$ cat src/rtl/display_480p_pkg.sv
// Timing constants for the 640x480 @ 60 Hz VGA raster (25 MHz pixel rate).
`timescale 1ns/1ps
package display_480p_pkg;

    localparam int H_RES   = 640;
    localparam int H_FP    = 16;
    localparam int H_SYNC  = 96;
    localparam int H_BP    = 48;
    localparam int H_TOTAL = H_RES + H_FP + H_SYNC + H_BP;

    localparam int V_RES   = 480;
    localparam int V_FP    = 10;
    localparam int V_SYNC  = 2;
    localparam int V_BP    = 33;
    localparam int V_TOTAL = V_RES + V_FP + V_SYNC + V_BP;

    // Inclusive sync windows and last counter values
    localparam int H_SYNC_START = H_RES + H_FP;
    localparam int H_SYNC_END   = H_SYNC_START + H_SYNC - 1;
    localparam int H_MAX        = H_TOTAL - 1;

    localparam int V_SYNC_START = V_RES + V_FP;
    localparam int V_SYNC_END   = V_SYNC_START + V_SYNC - 1;
    localparam int V_MAX        = V_TOTAL - 1;

endpackage

$ cat src/rtl/display_480p_clkdiv.sv
// Divide-by-2 of the system clock: a 25 MHz pixel clock plus the matching
// advance strobe, which is high on the clk edge where clk_pixel falls.
`timescale 1ns/1ps
module display_480p_clkdiv (
    input  logic clk,
    input  logic rst,
    output logic clk_pixel,
    output logic pix_stb
);

    logic pix_q;
    logic pix_d;

    assign pix_d = ~pix_q;

    always_ff @(posedge clk or posedge rst) begin
        if (rst) begin
            pix_q <= 1'b0;
        end else begin
            pix_q <= pix_d;
        end
    end

    assign clk_pixel = pix_q;
    assign pix_stb   = pix_q;

endmodule

$ cat src/rtl/display_480p.sv
// 640x480 @ 60 Hz VGA timing generator: pixel coordinates, syncs, data enable.
// Define DISPLAY_480P_STROBE_EN to add the registered line/frame strobe outputs.
`timescale 1ns/1ps
module display_480p
    import display_480p_pkg::*;
#(
    parameter int CORDW = 10
) (
    input  logic             clk,
    input  logic             rst,
    output logic             clk_pixel,
    output logic [CORDW-1:0] sx,
    output logic [CORDW-1:0] sy,
    output logic             hsync,
    output logic             vsync,
    output logic             data_en
`ifdef DISPLAY_480P_STROBE_EN
    ,
    output logic             line,
    output logic             frame
`endif
);

    logic             pix_stb;
    logic [CORDW-1:0] sx_q, sx_d;
    logic [CORDW-1:0] sy_q, sy_d;

    display_480p_clkdiv u_clkdiv (
        .clk       (clk),
        .rst       (rst),
        .clk_pixel (clk_pixel),
        .pix_stb   (pix_stb)
    );

    always_comb begin
        sx_d = sx_q;
        sy_d = sy_q;
        if (pix_stb) begin
            if (sx_q == CORDW'(H_MAX)) begin
                sx_d = '0;
                sy_d = (sy_q == CORDW'(V_MAX)) ? '0 : sy_q + CORDW'(1);
            end else begin
                sx_d = sx_q + CORDW'(1);
            end
        end
    end

    always_ff @(posedge clk or posedge rst) begin
        if (rst) begin
            sx_q <= '0;
            sy_q <= '0;
        end else begin
            sx_q <= sx_d;
            sy_q <= sy_d;
        end
    end

    assign sx = sx_q;
    assign sy = sy_q;

    // Zero-latency decodes straight off the registered coordinates
    assign hsync   = !((sx_q >= CORDW'(H_SYNC_START)) && (sx_q <= CORDW'(H_SYNC_END)));
    assign vsync   = !((sy_q >= CORDW'(V_SYNC_START)) && (sy_q <= CORDW'(V_SYNC_END)));
    assign data_en = (sx_q <= CORDW'(H_RES - 1)) && (sy_q <= CORDW'(V_RES - 1));

`ifdef DISPLAY_480P_STROBE_EN
    logic line_q, frame_q;

    // Registered from next-state so the pulses line up with sx/sy themselves
    always_ff @(posedge clk or posedge rst) begin
        if (rst) begin
            line_q  <= 1'b0;
            frame_q <= 1'b0;
        end else begin
            line_q  <= (sx_d == '0);
            frame_q <= (sx_d == '0) && (sy_d == '0);
        end
    end

    assign line  = line_q;
    assign frame = frame_q;
`endif

endmodule

$ cat config.mk
export PLATFORM = sky130hd
export DESIGN_NAME = display_480p
export DESIGN_NICKNAME = d
export VERILOG_FILES = /design/src/rtl/display_480p_pkg.sv /design/src/rtl/display_480p_clkdiv.sv /design/src/rtl/display_480p.sv
export SDC_FILE = /design/constraint.sdc
export NUM_CORES = 1
export LEC_CHECK = 0
export CORE_ASPECT_RATIO = 1.5
export CORE_UTILIZATION = 49
export DETAILED_ROUTE_END_ITERATION = 7
export PLACE_DENSITY = 0.74
export SLEW_MARGIN = 20
export SYNTH_ARGS = -nofsm -noshare
export SYNTH_HDL_FRONTEND = slang
export SYNTH_SLANG_ARGS = --single-unit
export TNS_END_PERCENT = 50
$ cat constraint.sdc
create_clock -name clk -period 2.25 [get_ports clk]
set_input_delay 0.225 -clock clk [delete_from_list [all_inputs] [get_ports clk]]
set_output_delay 0.225 -clock clk [all_outputs]
set_load 0.02 [all_outputs]
==> flow_summary.json <==
{
  "post-route-drc-count": 0,
  "fin_nets": 149,
  "cts_buffer_depth": 2,
  "cts-htree-levels": 1,
  "pwr_density_cell_nw_per_um2": 393.6,
  "cts-buffers-inserted": 3,
  "synth.most_common_cell": "dfrtp_1",
  "peak_clock_frequency_supported_by_timing_ghz": 0.4792,
  "layout_setup_ws_ps": 163.3,
  "core-area_sq_um": 2233,
  "timing.reg2reg.setup_slack_ps": 490,
  "clk_latency_worst_skew_pair_ps": 310,
  "all_layer_global_routing_usage_pct": 20.69,
  "commonest_cells_in_the_netlist": "dfrtp_1, nand2_1, inv_1, nor2_1, o21ai_0",
  "cts_root_buffer": "clkbuf_4",
  "min_path_type": "primary input to async pin",
  "setup_tns_ps": 0,
  "synth_cell_types": 36,
  "synth_warnings": 0,
  "area_overhead_vs_synth_pct": 25.24,
  "finalCoreUtilization_pct": 64.48,
  "final_hold_viol_count": 0,
  "path_max_fanout": 7,
  "synth_fp_nets": 121,
  "ir_worst_vdd_v": 0.0002825,
  "timing.max_cap.violations": 0,
  "arrival_ps": 1860,
  "initial_core_util_pct": 51.48,
  "layout_worst_path_cycle_share_pct": 92.74,
  "asyncSetResetFlopFracSynth_pct": 100.0,
  "floorplan.rows": 21,
  "cts.hold.buffers_added": 0,
  "yosys_register_bits": 21,
  "power.leakage_nw": 0.6539,
  "met3_wirelength_from_detailed_routing_um": 79,
  "fin_crit_ps": 2087,
  "cts_resized": 0,
  "run_status": "completed",
  "transition_time_at_the_pin_with_the_least_slew_margin_ps": 391.7,
  "die_width_um": 41.55,
  "clock-sinks": 21,
  "area_share_of_the_largest_cell_type_after_synthesis_pct": 45.70,
  "post-cts-setup-buffers": 0,
  "grt_pass1_wl_mm": 3.933,
  "synth_edf_count": 0,
  "r2r_path_start": "sx[0]$_DFFE_PP0P_",
  "remaining_antenna_violation_count": 0,
  "fill_cells": 200,
  "setup.worst_path.class": "flip-flop to output pin",
  "post-place-ws_ps": 513.5,
  "number_of_antenna_cells_inserted": 0,
  "num_vias": 961,
  "wl_met2_mm": 1.286,
  "drt-total-wl_mm": 2.460,
  "top_layer_used": "met4",
  "drt-initial-drc-count": 11,
  "vias_per_cell": 5.860,
  "overflow": 0,
  "largest_cells_by_area_after_synthesis": "dfrtp_1, ha_1, nand2_1, xnor2_1, xor2_1",
  "tritoncts_clock_tree": "yes",
  "port_buffers": 25,
  "start_kind": "flip-flop",
  "slew_headroom_pct": 73.69,
  "detail_route.first_pass.iterations": 4,
  "cp-end-kind": "output pin",
  "synth.yosys.seq_area_share_pct": 45.70,
  "setup_repair_after_global_routing_missed_its_margin": "no",
  "die_h_um": 61.33,
  "post_synth_inst_count": 114,
  "critical_path_required_ps": 2030,
  "gp_routability_congestion": 0.7925,
  "finalMaxSlewViolations": 0,
  "synth-main-ff-cell": "dfrtp_1",
  "post_route_cells_drive_above_1_share_pct": 8.511,
  "syn_area_per_cell_sq_um": 10.09,
  "timing.final.setup_violations": 0,
  "worst_r2r_path_depth": 5,
  "post-synth-top-area-cell": "dfrtp_1",
  "io_pins": 26,
  "timing.rr.end": "sy[4]$_DFFE_PP0P_",
  "fin_skew_ps": 6.492,
  "floorplan.die_area_sq_um": 2548,
  "detailed_place_hpwl_mm": 1.850,
  "grt_max_degree": 22,
  "grt_antenna_before_repair": 0,
  "routedLengthMet1_mm": 1.032,
  "netlist_area_before_placement_sq_um": 1150,
  "avgRoutedWirePerCell_um": 15.00,
  "crit_path_start": "sy[0]$_DFFE_PP0P_",
  "grt_pass1_vias": 893,
  "cts_clk_pin_slew_worst_paths_ps": 120
}
[flip-flops by register name, indices dropped and copies added, names as in the netlist]
name                flops
u_clkdiv.clk_pixel      1
sy                     10
sx                     10
[final cells by class]
class / instances / area (sq um) / share of cell area (%)
multi-input combinational: 84 / 578.1 / 40.14
clock inverter: 1 / 5.005 / 0.3475
tap: 23 / 28.78 / 1.998
timing repair buffer: 26 / 257.7 / 17.90
sequential: 21 / 525.5 / 36.49
inverter: 6 / 22.52 / 1.564
clock buffer: 3 / 22.52 / 1.564
[worst max-delay path by stage]
stage | endpoint | slack, ps | cells past startpoint
after global routing | vsync | 80 | 4
after global placement | vsync | 530 | 4
after CTS | vsync | 150 | 4
final | vsync | 160 | 4
after floorplan | sy[3]$_DFFE_PP0P_ | 520 | 5
after detailed placement | sy[4]$_DFFE_PP0P_ | 510 | 5
[worst max-delay path: stages, from the launching register on]
cell	delay (ps)
dfrtp_1	460
inv_1	100
ha_1	210
o211ai_1	160
clkdlybuf4s50_1	630
[per-stage QoR]
step           cells  power, mW  hold slack, ps  instance area, sq um
2_1_floorplan    114     0.3902           201.5                  1150
3_3_place_gp     160     0.3951           528.7                  1413
3_5_place_dp     160     0.3953           532.3                  1413
4_1_cts          164     0.5756           232.4                  1440
5_1_grt          164     0.5880           277.7                  1440
6_report         164     0.5669           235.0                  1440
[power by group]
part	switching [mW]	internal [mW]
sequential	0	0.377
combinational	0.00743	0.00279
clock	0.113	0.0664
total	0.120	0.446
[kinds of logic (layout without fill, tap and decap cells)]
logic type | count (synthesis) | in the layout | synth area share [%]
adder cells (fa/ha/maj) | 5 | 5 | 5.441
buffers and inverters | 9 | 36 | 4.026
flip-flops | 21 | 21 | 45.70
AND/OR/NAND/NOR | 51 | 51 | 26.11
multiplexers | 3 | 3 | 2.720
XOR/XNOR | 10 | 10 | 7.617
AO/OA/AOI/OAI | 15 | 15 | 8.379
[layout by cell type (no fill, tap or decap)]
master	netlist	routed
clkdlybuf4s50_1	0	25
dfrtp_1	21	21
nand2_1	13	13
inv_1	6	6
o21ai_0	6	6
nor2_1	6	6
xnor2_1	5	5
xor2_1	5	5
nor3_1	5	5
ha_1	5	5
nand4_1	4	4
nand3_1	3	3
clkbuf_4	0	3
and4bb_2	2	2
mux2i_1	2	2
and3_2	2	2
or3_1	2	2
a21oi_1	2	2
nor4_1	2	2
nand4b_1	2	2
and4_1	2	2
o211ai_1	2	2
and3_1	2	2
and2_2	1	1
o31ai_1	1	1
o311ai_0	1	1
and4b_1	1	1
nand3_2	1	1
nand3b_1	1	1
nor4b_1	1	1
o21a_1	1	1
o211a_1	1	1
or4_1	1	1
mux2_2	1	1
a21o_1	1	1
clkinv_2	0	1
buf_4	1	1
[routing by layer]
metal / up-vias / global-route usage [%]
li1: 462 / -
met1: 469 / 23.63
met2: 24 / 38.17
met3: 6 / 2.053
met4: 0 / 11.52
met5: - / 0
(Power assumes the default switching activity.)
